### config.mk
export PLATFORM = sky130hd
export DESIGN_NAME = sobel_edge_filter
export DESIGN_NICKNAME = d
export VERILOG_FILES = /design/src/rtl/sobel_edge_filter.sv
export SDC_FILE = /design/constraint.sdc
export NUM_CORES = 1
export LEC_CHECK = 0
export ABC_AREA = 1
export BUFFER_PORTS_ARGS = -buffer_cell sky130_fd_sc_hd__buf_2
export CAP_MARGIN = 30
export CORE_ASPECT_RATIO = 1.25
export CORE_UTILIZATION = 45
export DETAILED_ROUTE_END_ITERATION = 10
export PLACE_DENSITY_LB_ADDON = 0.1
export SYNTH_ARGS = -nofsm -noshare
export SYNTH_HDL_FRONTEND = slang
export SYNTH_SLANG_ARGS = --single-unit
### constraint.sdc
create_clock -name I_CLK -period 6.6 [get_ports I_CLK]
set_input_delay 0.33 -clock I_CLK [delete_from_list [all_inputs] [get_ports I_CLK]]
set_output_delay 0.33 -clock I_CLK [all_outputs]
set_load 0.01 [all_outputs]
### src/rtl/sobel_edge_filter.sv
// sobel_edge_filter
// Three-stage Sobel edge-magnitude pipeline. It takes the 8-neighbour matrix
// from the 3x3 frame buffer and outputs |Gx| + |Gy| with the row/column tag.
// The result is saturated to P_PIXEL_DEPTH bits.
// I_ENABLE=0 freezes every stage. I_RESET is synchronous, active-high, and
// flushes the whole pipeline.
// Optional build macro SOBEL_THRESHOLD_EN: the output stage emits a binary
// pixel instead (all ones when the unsaturated magnitude >= P_THRESHOLD).
module sobel_edge_filter #(
    parameter int P_COLUMNS             = 640,
    parameter int P_ROWS                = 4,
    parameter int P_PIXEL_DEPTH         = 8,
    parameter int P_THRESHOLD           = 128,
    parameter int P_COLUMNS_BITS        = $clog2(P_COLUMNS),
    parameter int P_ROWS_BITS           = $clog2(P_ROWS),
    parameter int P_I_PIXEL_MATRIX_BITS = P_PIXEL_DEPTH * 8
) (
    input  logic                             I_CLK,
    input  logic                             I_RESET,
    input  logic                             I_ENABLE,
    input  logic                             I_VALID,
    input  logic [P_I_PIXEL_MATRIX_BITS-1:0] I_PIXEL_MATRIX,
    input  logic [P_COLUMNS_BITS-1:0]        I_COLUMN,
    input  logic [P_ROWS_BITS-1:0]           I_ROW,
    output logic                             O_VALID,
    output logic [P_PIXEL_DEPTH-1:0]         O_PIXEL,
    output logic [P_COLUMNS_BITS-1:0]        O_COLUMN,
    output logic [P_ROWS_BITS-1:0]           O_ROW
);

    localparam int D       = P_PIXEL_DEPTH;
    localparam int SUM_W   = D + 2;   // one kernel half: up to 4*(2^D-1)
    localparam int DIFF_W  = D + 3;   // signed difference of two halves
    localparam int MAG_W   = D + 3;   // |Gx| + |Gy|
    localparam int PIX_MAX = (2 ** D) - 1;

    // Absolute value of a kernel difference; the result always fits SUM_W bits.
    function automatic logic [SUM_W-1:0] abs_diff(input logic signed [DIFF_W-1:0] d);
        logic signed [DIFF_W-1:0] a;
        a = (d < 0) ? -d : d;
        return SUM_W'(a);
    endfunction

    // Clamp the magnitude to the pixel range instead of letting it wrap.
    function automatic logic [D-1:0] saturate(input logic [MAG_W-1:0] m);
        if (m > MAG_W'(PIX_MAX))
            return {D{1'b1}};
        else
            return D'(m);
    endfunction

    // Binary edge decision on the unsaturated magnitude.
    function automatic logic [D-1:0] binarise(input logic [MAG_W-1:0] m);
        return (m >= MAG_W'(P_THRESHOLD)) ? {D{1'b1}} : {D{1'b0}};
    endfunction

    // Neighbour pixels, MSB-first packing, centre excluded.
    logic [D-1:0] tl, t, tr, ml, mr, bl, b, br;
    assign tl = I_PIXEL_MATRIX[8*D-1 -: D];
    assign t  = I_PIXEL_MATRIX[7*D-1 -: D];
    assign tr = I_PIXEL_MATRIX[6*D-1 -: D];
    assign ml = I_PIXEL_MATRIX[5*D-1 -: D];
    assign mr = I_PIXEL_MATRIX[4*D-1 -: D];
    assign bl = I_PIXEL_MATRIX[3*D-1 -: D];
    assign b  = I_PIXEL_MATRIX[2*D-1 -: D];
    assign br = I_PIXEL_MATRIX[1*D-1 -: D];

    logic [SUM_W-1:0] gx_pos, gx_neg, gy_pos, gy_neg;

    // Kernel halves: weights 1-2-1 on each side of the centre.
    always_comb begin
        gx_pos = SUM_W'(tr) + (SUM_W'(mr) << 1) + SUM_W'(br);
        gx_neg = SUM_W'(tl) + (SUM_W'(ml) << 1) + SUM_W'(bl);
        gy_pos = SUM_W'(bl) + (SUM_W'(b)  << 1) + SUM_W'(br);
        gy_neg = SUM_W'(tl) + (SUM_W'(t)  << 1) + SUM_W'(tr);
    end

    // ---- stage 1 boundary: partial sums, valid and tags ----
    logic [SUM_W-1:0]          gx_pos_p0, gx_neg_p0, gy_pos_p0, gy_neg_p0;
    logic                      vld_p0;
    logic [P_COLUMNS_BITS-1:0] col_p0;
    logic [P_ROWS_BITS-1:0]    row_p0;

    // Stage 1 register: capture partial sums while the pipeline advances.
    always_ff @(posedge I_CLK) begin
        if (I_RESET) begin
            vld_p0    <= 1'b0;
            gx_pos_p0 <= '0;
            gx_neg_p0 <= '0;
            gy_pos_p0 <= '0;
            gy_neg_p0 <= '0;
            col_p0    <= '0;
            row_p0    <= '0;
        end else if (I_ENABLE) begin
            vld_p0    <= I_VALID;
            gx_pos_p0 <= gx_pos;
            gx_neg_p0 <= gx_neg;
            gy_pos_p0 <= gy_pos;
            gy_neg_p0 <= gy_neg;
            col_p0    <= I_COLUMN;
            row_p0    <= I_ROW;
        end
    end

    logic signed [DIFF_W-1:0] gx_diff, gy_diff;

    // Signed kernel differences; one spare bit keeps the sign.
    always_comb begin
        gx_diff = $signed({1'b0, gx_pos_p0}) - $signed({1'b0, gx_neg_p0});
        gy_diff = $signed({1'b0, gy_pos_p0}) - $signed({1'b0, gy_neg_p0});
    end

    // ---- stage 2 boundary: absolute gradients ----
    logic [SUM_W-1:0]          gx_abs_p1, gy_abs_p1;
    logic                      vld_p1;
    logic [P_COLUMNS_BITS-1:0] col_p1;
    logic [P_ROWS_BITS-1:0]    row_p1;

    // Stage 2 register: |Gx| and |Gy| with the matching valid and tags.
    always_ff @(posedge I_CLK) begin
        if (I_RESET) begin
            vld_p1    <= 1'b0;
            gx_abs_p1 <= '0;
            gy_abs_p1 <= '0;
            col_p1    <= '0;
            row_p1    <= '0;
        end else if (I_ENABLE) begin
            vld_p1    <= vld_p0;
            gx_abs_p1 <= abs_diff(gx_diff);
            gy_abs_p1 <= abs_diff(gy_diff);
            col_p1    <= col_p0;
            row_p1    <= row_p0;
        end
    end

    logic [MAG_W-1:0] mag;
    logic [D-1:0]     pix_next;

    // Edge magnitude and the selected output mapping.
    always_comb begin
        mag = MAG_W'(gx_abs_p1) + MAG_W'(gy_abs_p1);
`ifdef SOBEL_THRESHOLD_EN
        pix_next = binarise(mag);
`else
        pix_next = saturate(mag);
`endif
    end

    // ---- stage 3 boundary: output register ----
    logic                      vld_p2;
    logic [D-1:0]              pix_p2;
    logic [P_COLUMNS_BITS-1:0] col_p2;
    logic [P_ROWS_BITS-1:0]    row_p2;

    // Output register: holds the last result while frozen.
    always_ff @(posedge I_CLK) begin
        if (I_RESET) begin
            vld_p2 <= 1'b0;
            pix_p2 <= '0;
            col_p2 <= '0;
            row_p2 <= '0;
        end else if (I_ENABLE) begin
            vld_p2 <= vld_p1;
            pix_p2 <= pix_next;
            col_p2 <= col_p1;
            row_p2 <= row_p1;
        end
    end

    assign O_VALID  = vld_p2;
    assign O_PIXEL  = pix_p2;
    assign O_COLUMN = col_p2;
    assign O_ROW    = row_p2;

endmodule
# Yosys cells after proc, flatten, opt, wreduce, memory -nomap -nowiden
# Index checks and enable logic that the tools add are counted.
[totals]
word_cells = 35
out_inout_bits = 21
reg_bits = 107
in_bits = 80
[op_classes]
order_cmp = 3
addsub = 13
mux = 3
[ops]
columns = ["cell", "n"]
rows = [
  ["10-bit by 8-bit adder with 10-bit output", 4],
  ["8-bit by 9-bit adder with 10-bit output", 4],
  ["11-bit by 1-bit < comparator with 1-bit output, second input constant", 2],
  ["10-bit by 10-bit subtractor with 11-bit output", 2],
  ["10-bit two-way mux", 2],
  ["10-bit negation", 2],
  ["10-bit by 10-bit adder with 11-bit output", 1],
  ["11-bit by 8-bit > comparator with 1-bit output, second input constant", 1],
  ["8-bit two-way mux", 1],
]

# Depth between registers and ports, before layout
# Gate-level depths: netlist of run 1.
[logic_depth]
word_depth = 3
ltp_mapped = 17
depth_no_buf = 17

# Worst setup path after synthesis of run 1
# No wires, ideal clock.
[synth_path]
path_type = "input-to-reg"
from = "in I_PIXEL_MATRIX[1]"
to = "reg gy_pos_p0[7]"
required_time_ns = 6.485
arrival_time_ns = 2.204
setup_time_ns = 0.115
path_buffers = 0
path_slack_ns = 4.281
cell_stages = 11
cell_sequence = "fa_1 ha_1 inv_1 fa_1 o21ai_0 nand2_1 nand2_1 a21oi_1 xor2_1 o21ai_0 inv_1"
[synth_via]
elab_chain_len = 1
[synth_rtl]
columns = ["element", "line_no", "text"]
rows = [
  ["start, declared", "22", "input logic [P_I_PIXEL_MATRIX_BITS-1:0] I_PIXEL_MATRIX,"],
  ["10-bit by 8-bit adder with 10-bit output", "74", "gy_pos = SUM_W'(bl) + (SUM_W'(b) << 1) + SUM_W'(br);"],
  ["end signal, assigned", "98", "gy_pos_p0 <= gy_pos;"],
  ["end, declared", "79", "logic [SUM_W-1:0] gx_pos_p0, gx_neg_p0, gy_pos_p0, gy_neg_p0;"],
]
# Every way passes these cells.
# A chain may end at the register's enable or synchronous reset.

# Final worst setup path of run 1
[layout_path]
from = "reg gy_pos_p0[0]"
to = "reg gy_abs_p1[5]"
[layout_via]
elab_chain_len = 3
elab_cells_between_ends = 4
classes_between = "2 x add/sub; 1 x order compare; 1 x mux"
[layout_rtl]
columns = ["element", "line_no", "text"]
rows = [
  ["10-bit by 10-bit subtractor with 11-bit output *", "110", "gy_diff = $signed({1'b0, gy_pos_p0}) - $signed({1'b0, gy_neg_p0});"],
  ["10-bit negation or 11-bit by 1-bit < comparator with 1-bit output (tied branches)", "40", "a = (d < 0) ? -d : d;"],
  ["10-bit two-way mux *", "40", ""],
  ["end signal, assigned", "130", "gy_abs_p1 <= abs_diff(gy_diff);"],
  ["end, declared", "114", "logic [SUM_W-1:0] gx_abs_p1, gy_abs_p1;"],
]
# Every way passes the cells marked *; elsewhere a longest branch is shown, timed or not.

==> results of run 1 <==
state kept, by name, indices dropped and copies added, names as in the netlist, 2 cells and up:
name	cells
O_COLUMN	10
O_PIXEL	8
O_ROW	2
col_p0	10
col_p1	10
gx_abs_p1	10
gx_neg_p0	10
gx_pos_p0	10
gy_abs_p1	10
gy_neg_p0	10
gy_pos_p0	10
row_p0	2
row_p1	2
synthesized netlist by cell type (3+ instances only):
cell type    n  area [um2]
nor2_1     178         668
nand2_1    158         593
inv_1      150         563
o21ai_0    115         576
dfxtp_1    107        2140
a21oi_1     72         360
ha_1        68         851
nand3_1     48         240
fa_1        35         701
clkbuf_1    33         124
xor2_1      26         228
nand4_1     13        81.3
nand2_2      6        37.5
nand3b_1     6        45.0
xnor2_1      6        52.6
nand3_2      4        40.0
o211ai_1     4        30.0
buf_6        3        33.8
o21ai_1      3        15.0
or2_2        3        18.8
worst reg2reg max path: cells and delay by family (launching register included):
| family | cells | cell delay, ps |
|---|---|---|
| flops | 1 | 300 |
| fa+ha+maj | 2 | 540 |
| buf+inv | 3 | 160 |
| simple gates | 10 | 840 |
| compound gates | 1 | 390 |
metrics by stage:
| step | utilization | area [um2] |
|---|---|---|
| after CTS | 0.523 | 8510 |
| after global placement | 0.503 | 8190 |
| after detailed placement | 0.503 | 8190 |
| after floorplan | - | 7550 |
| final | 0.523 | 8510 |
| after global routing | 0.523 | 8510 |
worst paths after layout:
kind                   to  slack (ps)  cells past startpoint
max          gy_abs_p1[5]        4260                     16
min             col_p0[4]         200                      3
max reg2reg  gy_abs_p1[5]        4260                     16
min reg2reg  gx_pos_p0[0]         460                      2
area by class of cell:
class	instances	share of cell area
clock buffers	9	0.0265
clock inverters	7	0.0120
inverters	151	0.0666
multi-input cells	761	0.549
flip-flops and latches	107	0.252
well taps	216	0.0317
repair buffers	104	0.0626
routing by layer:
metal  vias to the layer above  track usage
met5                         -            0
met4                         0       0.0846
met3                        28       0.0276
met2                       143        0.373
met1                      2941        0.253
li1                       3536            -
where the power goes:
group          switching, mW  internal [mW]  total (mW)
logic                  0.612          0.383       0.994
registers             0.0433          0.724       0.768
clock network          0.272          0.308       0.580
total                  0.927           1.42        2.34
cell families (layout without fill, tap and decap cells):
logic type      after synthesis  after routing  share of synthesized area
buf+inv                     188            271                     0.0967
xor+xnor                     32             32                     0.0371
flops                       107            107                      0.284
compound gates              205            205                      0.144
simple gates                421            421                      0.233
fa+ha+maj                   103            103                      0.206
==> results.md, run 1 <==
* Setup slack at placement at 3950 ps
* Dpl hpwl at 13500 um
* Final Non-Filler Cells at 1355
* Max_cap viols at 0
* Clock tree buffer depth at 2
* Async SR Flop Fraction at 0
* CP Max Fanout at 17
* Syn_area_per_cell at 7.15 um2
* Hold slack at 196 ps
* Worst slew pin tran at 925 ps
* Met3 wire length at 653 um
* Multi-input gate area at 0.00467 mm2
* Setup crit start: gy_pos_p0[0]
* # port buffers at 100
* Sink Count at 107
* Post-CTS Resized at 0
* Synth warn at 0
* Mapped Cells at 1056
* Met1 wire length at 7710 um
* Vias at 6648
* Synthesized flop and latch total at 107
* Min-Delay Path Class: in -> reg
* Fin nets at 1317
* Tmin final at 2340 ps
* Number of global-route vias before repair at 6287
* Final setup fails at 0
* WL met2 at 8560 um
* Most common cell after layout, fill and taps aside: nor2_1
* Reg clk slew, reported paths at 80 ps
* Htree depth at 3
* Main synth FF type: dfxtp_1
* CP Data Arrival Time at 2590 ps
* Clock Skew at 10.8 ps
* CTS root buffer: clkbuf_16
* Hold_buf cts at 0
* Final Max Tran Viols at 0
* Worst slew margin relative to its limit at 0.384
* Number of nets with antenna violations after routing at 0
* Family with the most delay on the worst path: simple AND/OR/NAND/NOR gates
* Wire per inst at 12.8 um
* Final Hold Vio Count at 0
* GRT overflow at 0
* Largest net degree at the start of global routing at 98
* Setup crit start kind: flip-flop
* Most frequent cells in the layout: 178 x nor2_1, 158 x nand2_1, 150 x inv_1
* Drt first pass iters at 4
* First-pass GRT wire length at 29200 um
* Period utilization at 0.354
* Final worst setup slack at 4260 ps
* Row Count at 52
* Chip height at 147 um
* Crit-path cells: inv_1, ha_1, inv_1, fa_1, nand3_1, nand2_2, nand3_2, nand2_1, nand2_2, nand2_2, a21oi_4, nand2_1, nand2_1, nand3_1, nand2_1, inv_1
* Total Wirelength at 17400 um
* Layout cells sized above 1 at 0.125
* Buf/Inv on CP at 3
* Fill count at 1677
* Top Layer Used: met4
* Post-synth EDFFs at 0
* CTS Buf Count at 9
* Origin of the critical flop-to-flop path: gy_pos_p0[0]
* Seq/Total Area, Yosys at 0.284
* Core area at 0.0163 mm2
* Final Power at 2.34 mW
* Most used cell, CP: nand2_1
* Slowest cell on crit path: fa_1
* Outcome: complete, no violations
* Highest Clock Rate at 428 MHz
* Initial DRC count at 313
* Leak Pwr at 4.44 nW
* Initial Utilization at 0.464
* Crit Path Class: reg -> reg
* Mapped Area at 0.00755 mm2
* Die X at 118 um
* # diodes at 0
* DP Cell Count at 1339
* Hold path start: I_COLUMN[4]
* GRT Total Usage at 0.209
* Storage element area at 0.00214 mm2
* Post-route DRC violation count at 0
* Worst Setup End Kind: flip-flop
* RePlAce Congestion at 0.872
* Unrepaired setup endpoints after global routing: no
* Synth cell types at 32
* Pwr dens at 275 mW/mm2
* Total Die Area at 0.0173 mm2
* Post-CTS setup buffer count at 0
* VDD IR max at 0.000136 V
* Num ports at 101
* Max stage delay on crit path at 400 ps
* Initial antenna violation count at 0
* Total negative slack at 0 ps
* Worst-Skew Late Latency at 360 ps
* CTS tree: yes
* WP data required at 6860 ps
* Syn nets at 1239
* Area grow syn2layout at 12.8%
* Avg Vias per Cell at 4.91
No activity file was read; power rests on OpenSTA's default activity.
==> run 2: changes to the inputs <==
- clock period: 6.6 -> 2.1 ns (I/O delays scaled with it)
==> results.md, run 2 (synthesized netlist as in run 1, its figures left out) <==
* Failing checks: setup timing
* CP Max Fanout at 3 (was 17)
* Final Hold Vio Count at 0 (unchanged)
* Total Die Area at 0.0173 mm2 (unchanged)
* Chip height at 147 um (unchanged)
* Initial Utilization at 0.464 (unchanged)
* CP Data Arrival Time at 2400 ps (was 2590 ps)
* Worst slew pin tran at 573 ps (was 925 ps)
* Family with the most delay on the worst path: buffers and inverters (was simple AND/OR/NAND/NOR gates)
* Drt first pass iters at 5 (was 4)
* Max_cap viols at 0 (unchanged)
* RePlAce Congestion at 0.877 (was 0.872)
* Sink Count at 107 (unchanged)
* Final Non-Filler Cells at 1429 (was 1355)
* Max stage delay on crit path at 370 ps (was 400 ps)
* Number of nets with antenna violations after routing at 0 (unchanged)
* Unrepaired setup endpoints after global routing: yes (was no)
* R2R cell count at 16 (unchanged)
* Dpl hpwl at 13400 um (was 13500 um)
* Num ports at 101 (unchanged)
* WP depth at 16 (unchanged)
* Layout Utilization at 0.575 (was 0.523)
* CTS tree: yes (unchanged)
* Critical R2R Capture: gx_abs_p1[2] (was gy_abs_p1[5])
* Most common cell after layout, fill and taps aside: nor2_1 (unchanged)
* Critical Path End: gx_abs_p1[2] (was gy_abs_p1[5])
* CTS Buf Count at 9 (unchanged)
* First-pass GRT wire length at 29300 um (was 29200 um)
* Fin nets at 1391 (was 1317)
* Placed instance area at 0.00854 mm2 (was 0.00819 mm2)
* Min-Delay Path Class: in -> reg (unchanged)
* WP data required at 2370 ps (was 6860 ps)
* Crit Path Class: reg -> reg (unchanged)
* Leak Pwr at 4.81 nW (was 4.44 nW)
* Outcome: finished with violations (was complete, no violations)
* Buf/Inv on CP at 9 (was 3)
* Setup crit start kind: flip-flop (unchanged)
* Initial DRC count at 387 (was 313)
* Setup crit start: gx_pos_p0[0] (was gy_pos_p0[0])
* Die X at 118 um (unchanged)
* Avg Vias per Cell at 4.79 (was 4.91)
* Worst R2R Setup Slack at -40 ps (was 4260 ps)
* Highest Clock Rate at 468 MHz (was 428 MHz)
* Tmin final at 2140 ps (was 2340 ps)
* Row Count at 52 (unchanged)
* Origin of the critical flop-to-flop path: gx_pos_p0[0] (was gy_pos_p0[0])
* Final worst setup slack at -35.5 ps (was 4260 ps)
* VDD IR max at 0.000439 V (was 0.000136 V)
* Pwr dens at 850 mW/mm2 (was 275 mW/mm2)
* Most frequent cells in the layout: 169 x nor2_1, 150 x nand2_1, 143 x inv_1 (was 178 x nor2_1, 158 x nand2_1, 150 x inv_1)
* Final Cell Area at 0.00936 mm2 (was 0.00851 mm2)
* DP Cell Count at 1380 (was 1339)
* Layout cells sized above 1 at 0.212 (was 0.125)
* Vias at 6851 (was 6648)
* Htree depth at 3 (unchanged)
* Post-route DRC violation count at 0 (unchanged)
* GRT Total Usage at 0.212 (was 0.209)
* Area grow syn2layout at 24.0% (was 12.8%)
* Final Power at 7.96 mW (was 2.34 mW)
* Core area at 0.0163 mm2 (unchanged)
* Crit-path cells: inv_2, ha_4, inv_2, fa_2, nand2_1, nand2_2, buf_4, buf_4, buf_4, buf_4, buf_4, buf_4, nand3_1, nand3_1, nand2_1, inv_1 (was inv_1, ha_1, inv_1, fa_1, nand3_1, nand2_2, nand3_2, nand2_1, nand2_2, nand2_2, a21oi_4, nand2_1, nand2_1, nand3_1, nand2_1, inv_1)
* Initial antenna violation count at 0 (unchanged)
* Worst Setup End Kind: flip-flop (unchanged)
* Most used cell, CP: buf_4 (was nand2_1)
* Final setup fails at 1 (was 0)
* GRT overflow at 0 (unchanged)
* Largest net degree at the start of global routing at 94 (was 98)
* Clock tree buffer depth at 2 (unchanged)
* CTS root buffer: clkbuf_16 (unchanged)
* # diodes at 0 (unchanged)
* Reg clk slew, reported paths at 80 ps (about the same)
* Worst-Skew Late Latency at 360 ps (about the same)
* Number of global-route vias before repair at 6298 (was 6287)
* Worst slew margin relative to its limit at 0.618 (was 0.384)
* Total negative slack at -35.5 ps (was 0 ps)
* Wire per inst at 12.6 um (was 12.8 um)
* # port buffers at 100 (unchanged)
* Slowest cell on crit path: fa_2 (was fa_1)
* Clock Skew at 5.81 ps (was 10.8 ps)
* Final Max Tran Viols at 0 (unchanged)
* Period utilization at 1.02 (was 0.354)
* Total Wirelength at 18000 um (was 17400 um)
-- run 2: worst min-delay path by stage --
stage | start | to | slack [ps] | depth (start not counted)
global route | I_PIXEL_MATRIX[56] | gx_neg_p0[0] | 180 | 4
CTS | I_PIXEL_MATRIX[31] | gx_pos_p0[9] | 130 | 4
global placement | I_COLUMN[6] | col_p0[6] | 330 | 3
floorplan | I_COLUMN[8] | col_p0[8] | 240 | 2
finish | I_PIXEL_MATRIX[31] | gx_pos_p0[9] | 140 | 4
detailed placement | I_ROW[1] | row_p0[1] | 330 | 3
-- run 2: timing repair --
action                                 4_1_cts  5_1_grt
hold buffers                                13        0
endpoints found under the hold margin       13        0
buffers inserted                             8       10
setup endpoints to repair                   18       27
pin swaps                                   14       23
gates cloned                                 0        2
gates resized for setup                     18       51
-- run 2: power by group --
group	total, mW	switching (mW)	internal (mW)
Sequential	2.41	0.133	2.28
Clock	1.69	0.825	0.861
Combinational	3.86	2.16	1.70
-- run 2: final cells by class --
type	instances	area, um2
clock buffers	10	239
clock inverters	6	55.1
fillers	1631	6910
inverters	151	567
multi-input cells	761	4870
flip-flops and latches	107	2150
well taps	216	270
repair buffers	178	1210
-- run 2: metrics by stage --
step / hold WS, ps / worst slack [ps]
finish: 144 / -35.5
global route: 184 / -138
CTS: 133 / -16.4
detailed placement: 335 / -191
global placement: 333 / -181
floorplan: 240 / 5.66
-- run 2: tightest hold or removal path, cell delays in order --
cell     delay, ps
buf_2           80
ha_1           130
nor2_1          40
a21oi_1        120
-- run 2: metal layers --
metal / routed length [um] / track usage / up-vias
met5: 0 / 0 / -
met3: 532 / 0.0264 / 18
met2: 9090 / 0.385 / 134
li1: - / - / 3680
met4: 415 / 0.0859 / 0
met1: 7950 / 0.251 / 3019
